### src/rtl/mac_array_ctrl_pkg.sv
// mac_array_ctrl_pkg -- shared definitions for the ternary MAC array controller.
//   state_e            : controller FSM states
//   W_CODE_*           : 2-bit ternary weight lane codes (11 is illegal)
//   SETTLE_MIN/MAX     : legal range of the analog settling wait
//   SETTLE_CNT_W       : width of the settle countdown
//   unit_w()           : select width for a given number of MAC units
package mac_array_ctrl_pkg;

  typedef enum logic [2:0] {
    ST_IDLE   = 3'd0,
    ST_RUN    = 3'd1,
    ST_SETTLE = 3'd2,
    ST_SAMPLE = 3'd3,
    ST_OUT    = 3'd4
  } state_e;

  localparam logic [1:0] W_CODE_ZERO = 2'b00;
  localparam logic [1:0] W_CODE_POS  = 2'b01;
  localparam logic [1:0] W_CODE_NEG  = 2'b10;
  localparam logic [1:0] W_CODE_BAD  = 2'b11;

  localparam int SETTLE_MIN   = 1;
  localparam int SETTLE_MAX   = 15;
  localparam int SETTLE_CNT_W = 4;

  // A single-unit array still needs a 1-bit select port.
  function automatic int unit_w(input int n);
    return (n > 1) ? $clog2(n) : 1;
  endfunction

endpackage

### src/rtl/mac_settle_timer.sv
// mac_settle_timer -- loadable down-counter that times the analog settling wait.
//   clk, reset_n : clock, asynchronous active-low reset
//   clear_i      : drop any count in progress (run aborted)
//   load_i       : start a new wait of load_val_i cycles
//   load_val_i   : wait length, must be >= 1
//   expire_o     : high during the last cycle of the wait
module mac_settle_timer
  import mac_array_ctrl_pkg::*;
#(
  parameter int CNT_W = SETTLE_CNT_W
) (
  input  logic             clk,
  input  logic             reset_n,
  input  logic             clear_i,
  input  logic             load_i,
  input  logic [CNT_W-1:0] load_val_i,
  output logic             expire_o
);

  logic [CNT_W-1:0] cnt_q;
  logic [CNT_W-1:0] cnt_d;

  // Next count: clear wins, then load, then count down to zero and park.
  always_comb begin
    cnt_d = cnt_q;
    if (clear_i) begin
      cnt_d = {CNT_W{1'b0}};
    end else if (load_i) begin
      cnt_d = load_val_i;
    end else if (cnt_q != {CNT_W{1'b0}}) begin
      cnt_d = cnt_q - CNT_W'(1);
    end else begin
      cnt_d = cnt_q;
    end
  end

  // Count register.
  always_ff @(posedge clk or negedge reset_n) begin
    if (!reset_n) begin
      cnt_q <= {CNT_W{1'b0}};
    end else begin
      cnt_q <= cnt_d;
    end
  end

  // A load of L gives L cycles with cnt_q = L..1; the one at 1 is the last.
  assign expire_o = (cnt_q == CNT_W'(1));

endmodule

### src/rtl/mac_array_ctrl.sv
// mac_array_ctrl -- sequences weight writes and input vectors into a ternary
// analog MAC array, waits for it to settle, samples and hands back results.
//   cfg_valid/cfg_ready, cfg_unit, cfg_weights : weight write (IDLE only)
//   start, num_vectors, abort                  : run control
//   in_valid/in_ready, in_data                 : input vectors
//   mac_we, mac_unit_sel, mac_wdata            : weight write to array
//   mac_in, mac_in_en, mac_sample, mac_result  : vector drive / sample
//   out_valid/out_ready, out_data              : results
//   busy, done, err_weight                     : status
// Optional: define MAC_ARRAY_CTRL_PERF_EN to add perf_cycles / perf_stall.
module mac_array_ctrl
  import mac_array_ctrl_pkg::*;
#(
  parameter int N             = 32,
  parameter int NUM_UNITS     = 16,
  parameter int DATA_W        = 8,
  parameter int SETTLE_CYCLES = 3
) (
  input  logic                          clk,
  input  logic                          reset_n,
  input  logic                          cfg_valid,
  output logic                          cfg_ready,
  input  logic [unit_w(NUM_UNITS)-1:0]  cfg_unit,
  input  logic [2*N-1:0]                cfg_weights,
  input  logic                          start,
  input  logic                          abort,
  input  logic [15:0]                   num_vectors,
  input  logic                          in_valid,
  output logic                          in_ready,
  input  logic [N*DATA_W-1:0]           in_data,
  output logic                          mac_we,
  output logic [unit_w(NUM_UNITS)-1:0]  mac_unit_sel,
  output logic [2*N-1:0]                mac_wdata,
  output logic [N*DATA_W-1:0]           mac_in,
  output logic                          mac_in_en,
  output logic                          mac_sample,
  input  logic [NUM_UNITS*DATA_W-1:0]   mac_result,
  output logic                          out_valid,
  input  logic                          out_ready,
  output logic [NUM_UNITS*DATA_W-1:0]   out_data,
  output logic                          busy,
  output logic                          done,
  output logic                          err_weight
`ifdef MAC_ARRAY_CTRL_PERF_EN
  ,
  output logic [31:0]                   perf_cycles,
  output logic [31:0]                   perf_stall
`endif
);

  localparam int UW = unit_w(NUM_UNITS);
  // Out-of-range settle requests are pulled into the legal window.
  localparam int SETTLE_CLAMP = (SETTLE_CYCLES < SETTLE_MIN) ? SETTLE_MIN :
                                (SETTLE_CYCLES > SETTLE_MAX) ? SETTLE_MAX : SETTLE_CYCLES;
  localparam logic [SETTLE_CNT_W-1:0] SETTLE_LOAD = SETTLE_CNT_W'(SETTLE_CLAMP);

  // True when any lane carries the unused 11 code.
  function automatic logic weights_illegal(input logic [2*N-1:0] w);
    logic bad;
    bad = 1'b0;
    for (int i = 0; i < N; i++) begin
      bad = bad | (w[2*i +: 2] == W_CODE_BAD);
    end
    return bad;
  endfunction

  state_e                        state_q, state_d;
  logic [15:0]                   rem_q, rem_d;
  logic                          done_q, done_d;
  logic                          err_q;
  logic                          mac_we_q;
  logic [UW-1:0]                 mac_sel_q;
  logic [2*N-1:0]                mac_wdata_q;
  logic [N*DATA_W-1:0]           mac_in_q;
  logic                          mac_in_en_q;
  logic [NUM_UNITS*DATA_W-1:0]   out_data_q;

  logic cfg_hs_s, cfg_bad_s, start_acc_s, in_hs_s, out_hs_s;
  logic timer_load_s, timer_expire_s;

  // Abort outranks every handshake; a cfg write outranks start.
  assign cfg_hs_s    = cfg_valid & (state_q == ST_IDLE) & ~abort;
  assign cfg_bad_s   = weights_illegal(cfg_weights);
  assign start_acc_s = start & (state_q == ST_IDLE) & ~cfg_valid & ~abort;
  assign in_hs_s     = in_valid & (state_q == ST_RUN) & ~abort;
  assign out_hs_s    = out_ready & (state_q == ST_OUT) & ~abort;

  mac_settle_timer #(
    .CNT_W (SETTLE_CNT_W)
  ) u_settle_timer (
    .clk        (clk),
    .reset_n    (reset_n),
    .clear_i    (abort),
    .load_i     (timer_load_s),
    .load_val_i (SETTLE_LOAD),
    .expire_o   (timer_expire_s)
  );

  // Next-state, remaining-count and done pulse.
  always_comb begin
    state_d      = state_q;
    rem_d        = rem_q;
    done_d       = 1'b0;
    timer_load_s = 1'b0;
    if (abort) begin
      state_d = ST_IDLE;
      rem_d   = 16'd0;
    end else begin
      case (state_q)
        ST_IDLE: begin
          if (start_acc_s) begin
            if (num_vectors != 16'd0) begin
              state_d = ST_RUN;
              rem_d   = num_vectors;
            end else begin
              done_d  = 1'b1;
            end
          end else begin
            state_d = ST_IDLE;
          end
        end
        ST_RUN: begin
          if (in_hs_s) begin
            state_d      = ST_SETTLE;
            timer_load_s = 1'b1;
          end else begin
            state_d = ST_RUN;
          end
        end
        ST_SETTLE: begin
          if (timer_expire_s) begin
            state_d = ST_SAMPLE;
          end else begin
            state_d = ST_SETTLE;
          end
        end
        ST_SAMPLE: begin
          state_d = ST_OUT;
        end
        ST_OUT: begin
          if (out_hs_s) begin
            rem_d = rem_q - 16'd1;
            if (rem_q == 16'd1) begin
              state_d = ST_IDLE;
              done_d  = 1'b1;
            end else begin
              state_d = ST_RUN;
            end
          end else begin
            state_d = ST_OUT;
          end
        end
        default: begin
          state_d = ST_IDLE;
          rem_d   = 16'd0;
        end
      endcase
    end
  end

  // Control state, strobes and datapath registers.
  always_ff @(posedge clk or negedge reset_n) begin
    if (!reset_n) begin
      state_q     <= ST_IDLE;
      rem_q       <= 16'd0;
      done_q      <= 1'b0;
      err_q       <= 1'b0;
      mac_we_q    <= 1'b0;
      mac_sel_q   <= {UW{1'b0}};
      mac_wdata_q <= {(2*N){1'b0}};
      mac_in_q    <= {(N*DATA_W){1'b0}};
      mac_in_en_q <= 1'b0;
      out_data_q  <= {(NUM_UNITS*DATA_W){1'b0}};
    end else begin
      state_q     <= state_d;
      rem_q       <= rem_d;
      done_q      <= done_d;
      mac_we_q    <= cfg_hs_s & ~cfg_bad_s;
      mac_in_en_q <= in_hs_s;
      if (cfg_hs_s) begin
        mac_sel_q   <= cfg_unit;
        mac_wdata_q <= cfg_weights;
      end
      if (start_acc_s) begin
        err_q <= 1'b0;
      end else if (cfg_hs_s && cfg_bad_s) begin
        err_q <= 1'b1;
      end
      if (in_hs_s) begin
        mac_in_q <= in_data;
      end
      // The edge closing the SAMPLE cycle captures the array outputs.
      if ((state_q == ST_SAMPLE) && !abort) begin
        out_data_q <= mac_result;
      end
    end
  end

`ifdef MAC_ARRAY_CTRL_PERF_EN
  logic [31:0] perf_cycles_q, perf_stall_q;

  // Busy-cycle and output-stall counters, restarted by each accepted start.
  always_ff @(posedge clk or negedge reset_n) begin
    if (!reset_n) begin
      perf_cycles_q <= 32'd0;
      perf_stall_q  <= 32'd0;
    end else if (start_acc_s) begin
      perf_cycles_q <= 32'd0;
      perf_stall_q  <= 32'd0;
    end else begin
      if (state_q != ST_IDLE) begin
        perf_cycles_q <= perf_cycles_q + 32'd1;
      end
      if ((state_q == ST_OUT) && !out_ready) begin
        perf_stall_q <= perf_stall_q + 32'd1;
      end
    end
  end

  assign perf_cycles = perf_cycles_q;
  assign perf_stall  = perf_stall_q;
`endif

  assign cfg_ready    = (state_q == ST_IDLE);
  assign in_ready     = (state_q == ST_RUN);
  assign mac_sample   = (state_q == ST_SAMPLE);
  assign out_valid    = (state_q == ST_OUT);
  assign busy         = (state_q != ST_IDLE);
  assign done         = done_q;
  assign err_weight   = err_q;
  assign mac_we       = mac_we_q;
  assign mac_unit_sel = mac_sel_q;
  assign mac_wdata    = mac_wdata_q;
  assign mac_in       = mac_in_q;
  assign mac_in_en    = mac_in_en_q;
  assign out_data     = out_data_q;

endmodule

### config.mk
export PLATFORM = sky130hd
export DESIGN_NAME = mac_array_ctrl
export DESIGN_NICKNAME = d
export VERILOG_FILES = /design/src/rtl/mac_array_ctrl_pkg.sv /design/src/rtl/mac_settle_timer.sv /design/src/rtl/mac_array_ctrl.sv
export SDC_FILE = /design/constraint.sdc
export NUM_CORES = 1
export LEC_CHECK = 0
export CORE_AREA = 8 8 361 363
export CTS_CLUSTER_SIZE = 40
export DETAILED_ROUTE_END_ITERATION = 7
export DIE_AREA = 0 0 369 371
export PLACE_DENSITY = 0.37
export RECOVER_POWER = 25
export SYNTH_ARGS = -nofsm -noshare
export SYNTH_HDL_FRONTEND = slang
export SYNTH_HIERARCHICAL = 1
export SYNTH_SLANG_ARGS = --single-unit
### constraint.sdc
create_clock -name clk -period 3.5 [get_ports clk]
set_input_delay 0.7 -clock clk [delete_from_list [all_inputs] [get_ports clk]]
set_output_delay 0.7 -clock clk [all_outputs]
set_load 0.05 [all_outputs]
Yosys cells after proc, flatten, opt, wreduce, memory -nomap -nowiden. Cells that the tools add are included.

Register bits: 479. Output and inout bits: 461. Logic and storage cells: 138.

$add $sub $neg: 2. Equality and inequality tests: 43. Multiplexer cells: 27. Bitwise operators: 44. Reduce and logical (&&, ||, !) cells: 11.

Operators by type and width (number): $eq 2x2->1 const B (32); $mux 16 (4); $pmux 16 s3 (1); $or 1x1->1 (31); $eq 16x1->1 const B (1); $reduce_bool 16->1 (1); $sub 16x1->16 const B (1); $pmux 3 s5 (1); $mux 1 (12); $mux 3 (4); $mux 4 (3); $and 1x1->1 (10); $eq 3x2->1 const B (2); $ne 3x1->1 const B (2); $reduce_bool 3->1 (2); $eq 4x1->1 const B (1); $ne 4x3->1 const B (1); $reduce_and 4->1 (1); $reduce_bool 4->1 (1); $sub 4x1->4 const B (1); $eq 3x1->1 const B (1); $eq 3x3->1 const B (1); $logic_not 3->1 (1); $ne 3x2->1 const B (1); other kinds (8) (11).

Depth between registers and ports, before layout.
Word-level depth: 35. Depth in mapped cells: 9. Mapped depth without buffers: 7.

Hierarchy. The synthesis kept the hierarchy.

By module, submodules not included: mac_array_ctrl (times used 1, cells each 1694, area each 18445.2 um2, sequential area each 11886.4 um2); mac_settle_timer (times used 1, cells each 26, area each 265.3 um2, sequential area each 100.1 um2).

Worst setup path before layout. Ideal clock, no wire load.

Path kind: register -> output. Start: register state_q[2]. End: output busy. Arrival: 2608 ps. Data required time: 2800 ps. Slack: 192 ps. Stages on the path, launching flop included: 4. Cell sequence: dfrtp_1 clkbuf_1 nor3_1 inv_1.

Cells in the longest elaborated chain, start to end: 1.

Ends and longest elaborated chain: start: declaration (line mac_array_ctrl.sv:67) `state_e state_q, state_d;`; start signal: assignment (line mac_array_ctrl.sv:175) `state_q <= state_d;`; $reduce_bool 3->1 (line mac_array_ctrl.sv:228) `assign busy = (state_q != ST_IDLE);`; end: declaration (line mac_array_ctrl.sv:41) `output logic busy,`.

No other way between the ends.

Final worst setup path.
Start: register state_q[0]. End: output in_ready.

Cells in the longest elaborated chain, start to end: 1.

Ends and longest elaborated chain: $eq 3x1->1 (line mac_array_ctrl.sv:225) `assign in_ready = (state_q == ST_RUN);`; end: declaration (line mac_array_ctrl.sv:29) `output logic in_ready,`.

No other way between the ends.

==> run_results.csv <==
group,metric,value,unit
status,status,"finished with violations",
status,violations,"capacitance limit, slew limit",
yosys,synth-seq-cells,479,
global_routing,grt_antenna_before_repair,18,
worst_setup_path,crit_path_end_kind,"output port",
detailed_routing,vias,15890,
yosys,synth_area_leaders,"dfrtp_1 (64%), nand2_1 (16%), mux2_2 (7.7%), mux2_1 (4.1%), buf_2 (1.1%)",
die,die_w,369,µm
sta,rsz0062_at_grt,"no",
clocking,ctsHoldBuffers,0,
global_routing,grt_pass1_vias,17300,
sta,drv_slew,89,
die,initial_core_util,0.1502,
clocking,post_cts_resized,0,
sta,relSlewSlack,-0.3859,
power_and_ir_drop,pwr_density_cell,690.6,nW/µm²
placement,place_congestion,0.7504,
detailed_routing,drtIter0Drc,748,
sta,worst_pin_slew,2079,ps
worst_setup_path,worstPathMaxFanout,8,
run,maxCapViolCount,2,
sta,fin_crit,3265,ps
layout,nets,3160,
sta,tns,0,ps
placement,placed_cell_area,30330,µm²
global_routing,grt_max_degree,103,
sta,skew,23.99,ps
die,fp.coreArea,124600,µm²
sta,final_hold_viol_count,0,
layout,drive_above_1_share,0.09655,
die,die_area,136900,µm²
yosys,yosys_warnings,6,
power_and_ir_drop,p_leak,14.27,nW
detailed_routing,routed_wirelength,89820,µm
die,ioPinCount,936,
layout,area_growth,71.77,%
global_routing,grt_first_pass_wirelength,127900,µm
placement,port_buffers,935,
worst_setup_path,critPathKind,"register to output port",
clocking,cts.path.max_buffers,3,
die,fp.dieH,371,µm
sta,finalSetupViolCount,0,
worst_setup_path,crit_arrival,2570,ps
yosys,synth_area,18710,µm²
yosys,ys_async_sr_fraction,1.000,
clocking,root_buffer,"clkbuf_16",
worst_setup_path,startpoint_type,"register",
global_routing,track_usage,0.1250,
clocking,clock_latency,650,ps
yosys,yosysUniqueCellTypes,56,
placement,dp_slack,546.6,ps
yosys,syn_area_per_cell,10.88,µm²
die,std_cell_rows,130,
layout,design_area,32140,µm²
power_and_ir_drop,peakVddDrop,0.3742,mV
clocking,cts_tree,"yes",
yosys,synth_top_flop_cell,"dfrtp_1",
detailed_routing,avgViaCountPerCell,3.622,
placement,hpwl,69860,µm
yosys,synth_top_area_share,0.6406,
layout,final_util,0.2580,
sta,fmax,306.2,MHz
clocking,cts_buffers,61,
worst_setup_path,critical_path_required,2800,ps
power_and_ir_drop,total_power,22.19,mW
yosys,synth.top_cells.by_count,"nand2_1 (775), dfrtp_1 (479), mux2_2 (128)",
yosys,synth_top_cell_by_area,"dfrtp_1",
detailed_routing,first_pass_iters,4,
yosys,synth_edf_count,0,
worst_setup_path,reg2reg_setup_slack,1320,ps
detailed_routing,drc,0,
layout,fill_cells,13440,
clocking,cts_sinks,479,
yosys,yosysSeqAreaShare,0.6406,
yosys,syn_inst,1720,
sta,postLayoutSetupSlackWorst,234.6,ps
detailed_routing,wl_per_cell,20.47,µm
clocking,cts_max_level,2,
global_routing,overflow,0,
yosys,post-synth-top-count-cell,"nand2_1",
clocking,post_cts_buffers,0,
sta,fin_crit_sh,0.9330,
detailed_routing,postRouteAntennaNets,0,
clocking,clkTransAtPathRegs,60,ps
worst_hold_path,hold_path_class,"register to register",
-- routing by layer --
layer	global-route usage	share of wire	up-vias
met5	0	0.00026	-
met4	0.02873	0.021	4
met3	0.05710	0.10	107
met2	0.2195	0.50	585
met1	0.1376	0.37	7678
li1	-	-	7518
-- final timing paths --
kind / start / end / cells after the start
min in group asynchronous: reset_n / mac_wdata[14] / 1
worst min register to register: mac_in[98] / mac_in[98] / 2
worst max register to register: state_q[1] / mac_wdata[62] / 5
max in group asynchronous: reset_n / mac_in[173] / 3
worst max-delay path: state_q[0] / in_ready / 3
worst min-delay path: mac_in[98] / mac_in[98] / 2
-- cells by family (layout without fill, tap and decap cells) --
| logic type | count (synthesis) | count (layout) | synth area share |
|---|---|---|---|
| flip-flops | 479 | 479 | 0.6406 |
| adder cells (fa/ha/maj) | 4 | 4 | 0.002675 |
| multiplexers | 199 | 199 | 0.1196 |
| XOR/XNOR | 4 | 4 | 0.001873 |
| buffers and inverters | 96 | 1098 | 0.02481 |
| AND/OR/NAND/NOR | 859 | 859 | 0.1838 |
| AO/OA/AOI/OAI | 77 | 77 | 0.02621 |
| other | 2 | 18 | 0.0004014 |
-- critical path, cell delays in order (launching register included) --
cell and delay [ps]:
dfrtp_1 490, inv_1 120, nor3_1 390, clkdlybuf4s50_1 940
-- per-stage QoR --
| stage | instances | hold slack [ps] |
|---|---|---|
| 6_report | 4388 | 467.6 |
| 5_1_grt | 4379 | 485.3 |
| 4_1_cts | 4374 | 57.99 |
| 3_5_place_dp | 4268 | 460.7 |
| 3_3_place_gp | 4268 | 457.2 |
| 2_1_floorplan | 1722 | 404.4 |
-- state kept, by name (all words and copies together), names as in the netlist --
signal	flops
mac_unit_sel	4
mac_in_en	1
mac_in	256
u_settle_timer/cnt_q	4
done	1
state_q	3
out_data	128
mac_wdata	64
err_weight	1
mac_we	1
rem_q	16
-- cell type report --
cell class              instances  area (µm²)  share of cell area
clock buffers                  98        1795             0.05586
multi-input cells            1147        6287              0.1956
clock inverters                 8       116.4            0.003621
diodes                         14       35.03            0.001090
repair buffers                981        9806              0.3051
inverters                      11       48.80            0.001518
flip-flops and latches        479       11990              0.3730
well taps                    1650        2064             0.06423
-- power by group --
group / switching, mW / leakage [nW] / internal, mW
combinational: 5.78 / 7.25 / 2.91
clock: 2.56 / 0.932 / 3.61
sequential: 0.646 / 6.08 / 6.69
total: 8.99 / 14.3 / 13.2
-- cell usage in the layout, fill, tap and decap left out, drive strengths merged, types with 2 or more instances in the layout --
| cell | instances |
|---|---|
| a21oi | 15 |
| a221oi | 2 |
| a22oi | 17 |
| a31oi | 5 |
| and2 | 2 |
| buf | 31 |
| bufinv | 2 |
| clkbuf | 115 |
| clkdlybuf4s50 | 933 |
| clkinv | 5 |
| conb | 4 |
| dfrtp | 479 |
| diode | 14 |
| ha | 4 |
| inv | 12 |
| mux2 | 196 |
| mux2i | 3 |
| nand2 | 776 |
| nand2b | 3 |
| nand3 | 4 |
| nand4 | 5 |
| nor2 | 17 |
| nor2b | 10 |
| nor3 | 18 |
| nor3b | 3 |
| nor4 | 8 |
| nor4b | 3 |
| o21a | 2 |
| o21ai | 23 |
| o22ai | 3 |
| o31ai | 3 |
| or3 | 2 |
| or4 | 2 |
| xor2 | 3 |
Note: power is estimated with default switching activity, not from simulation.
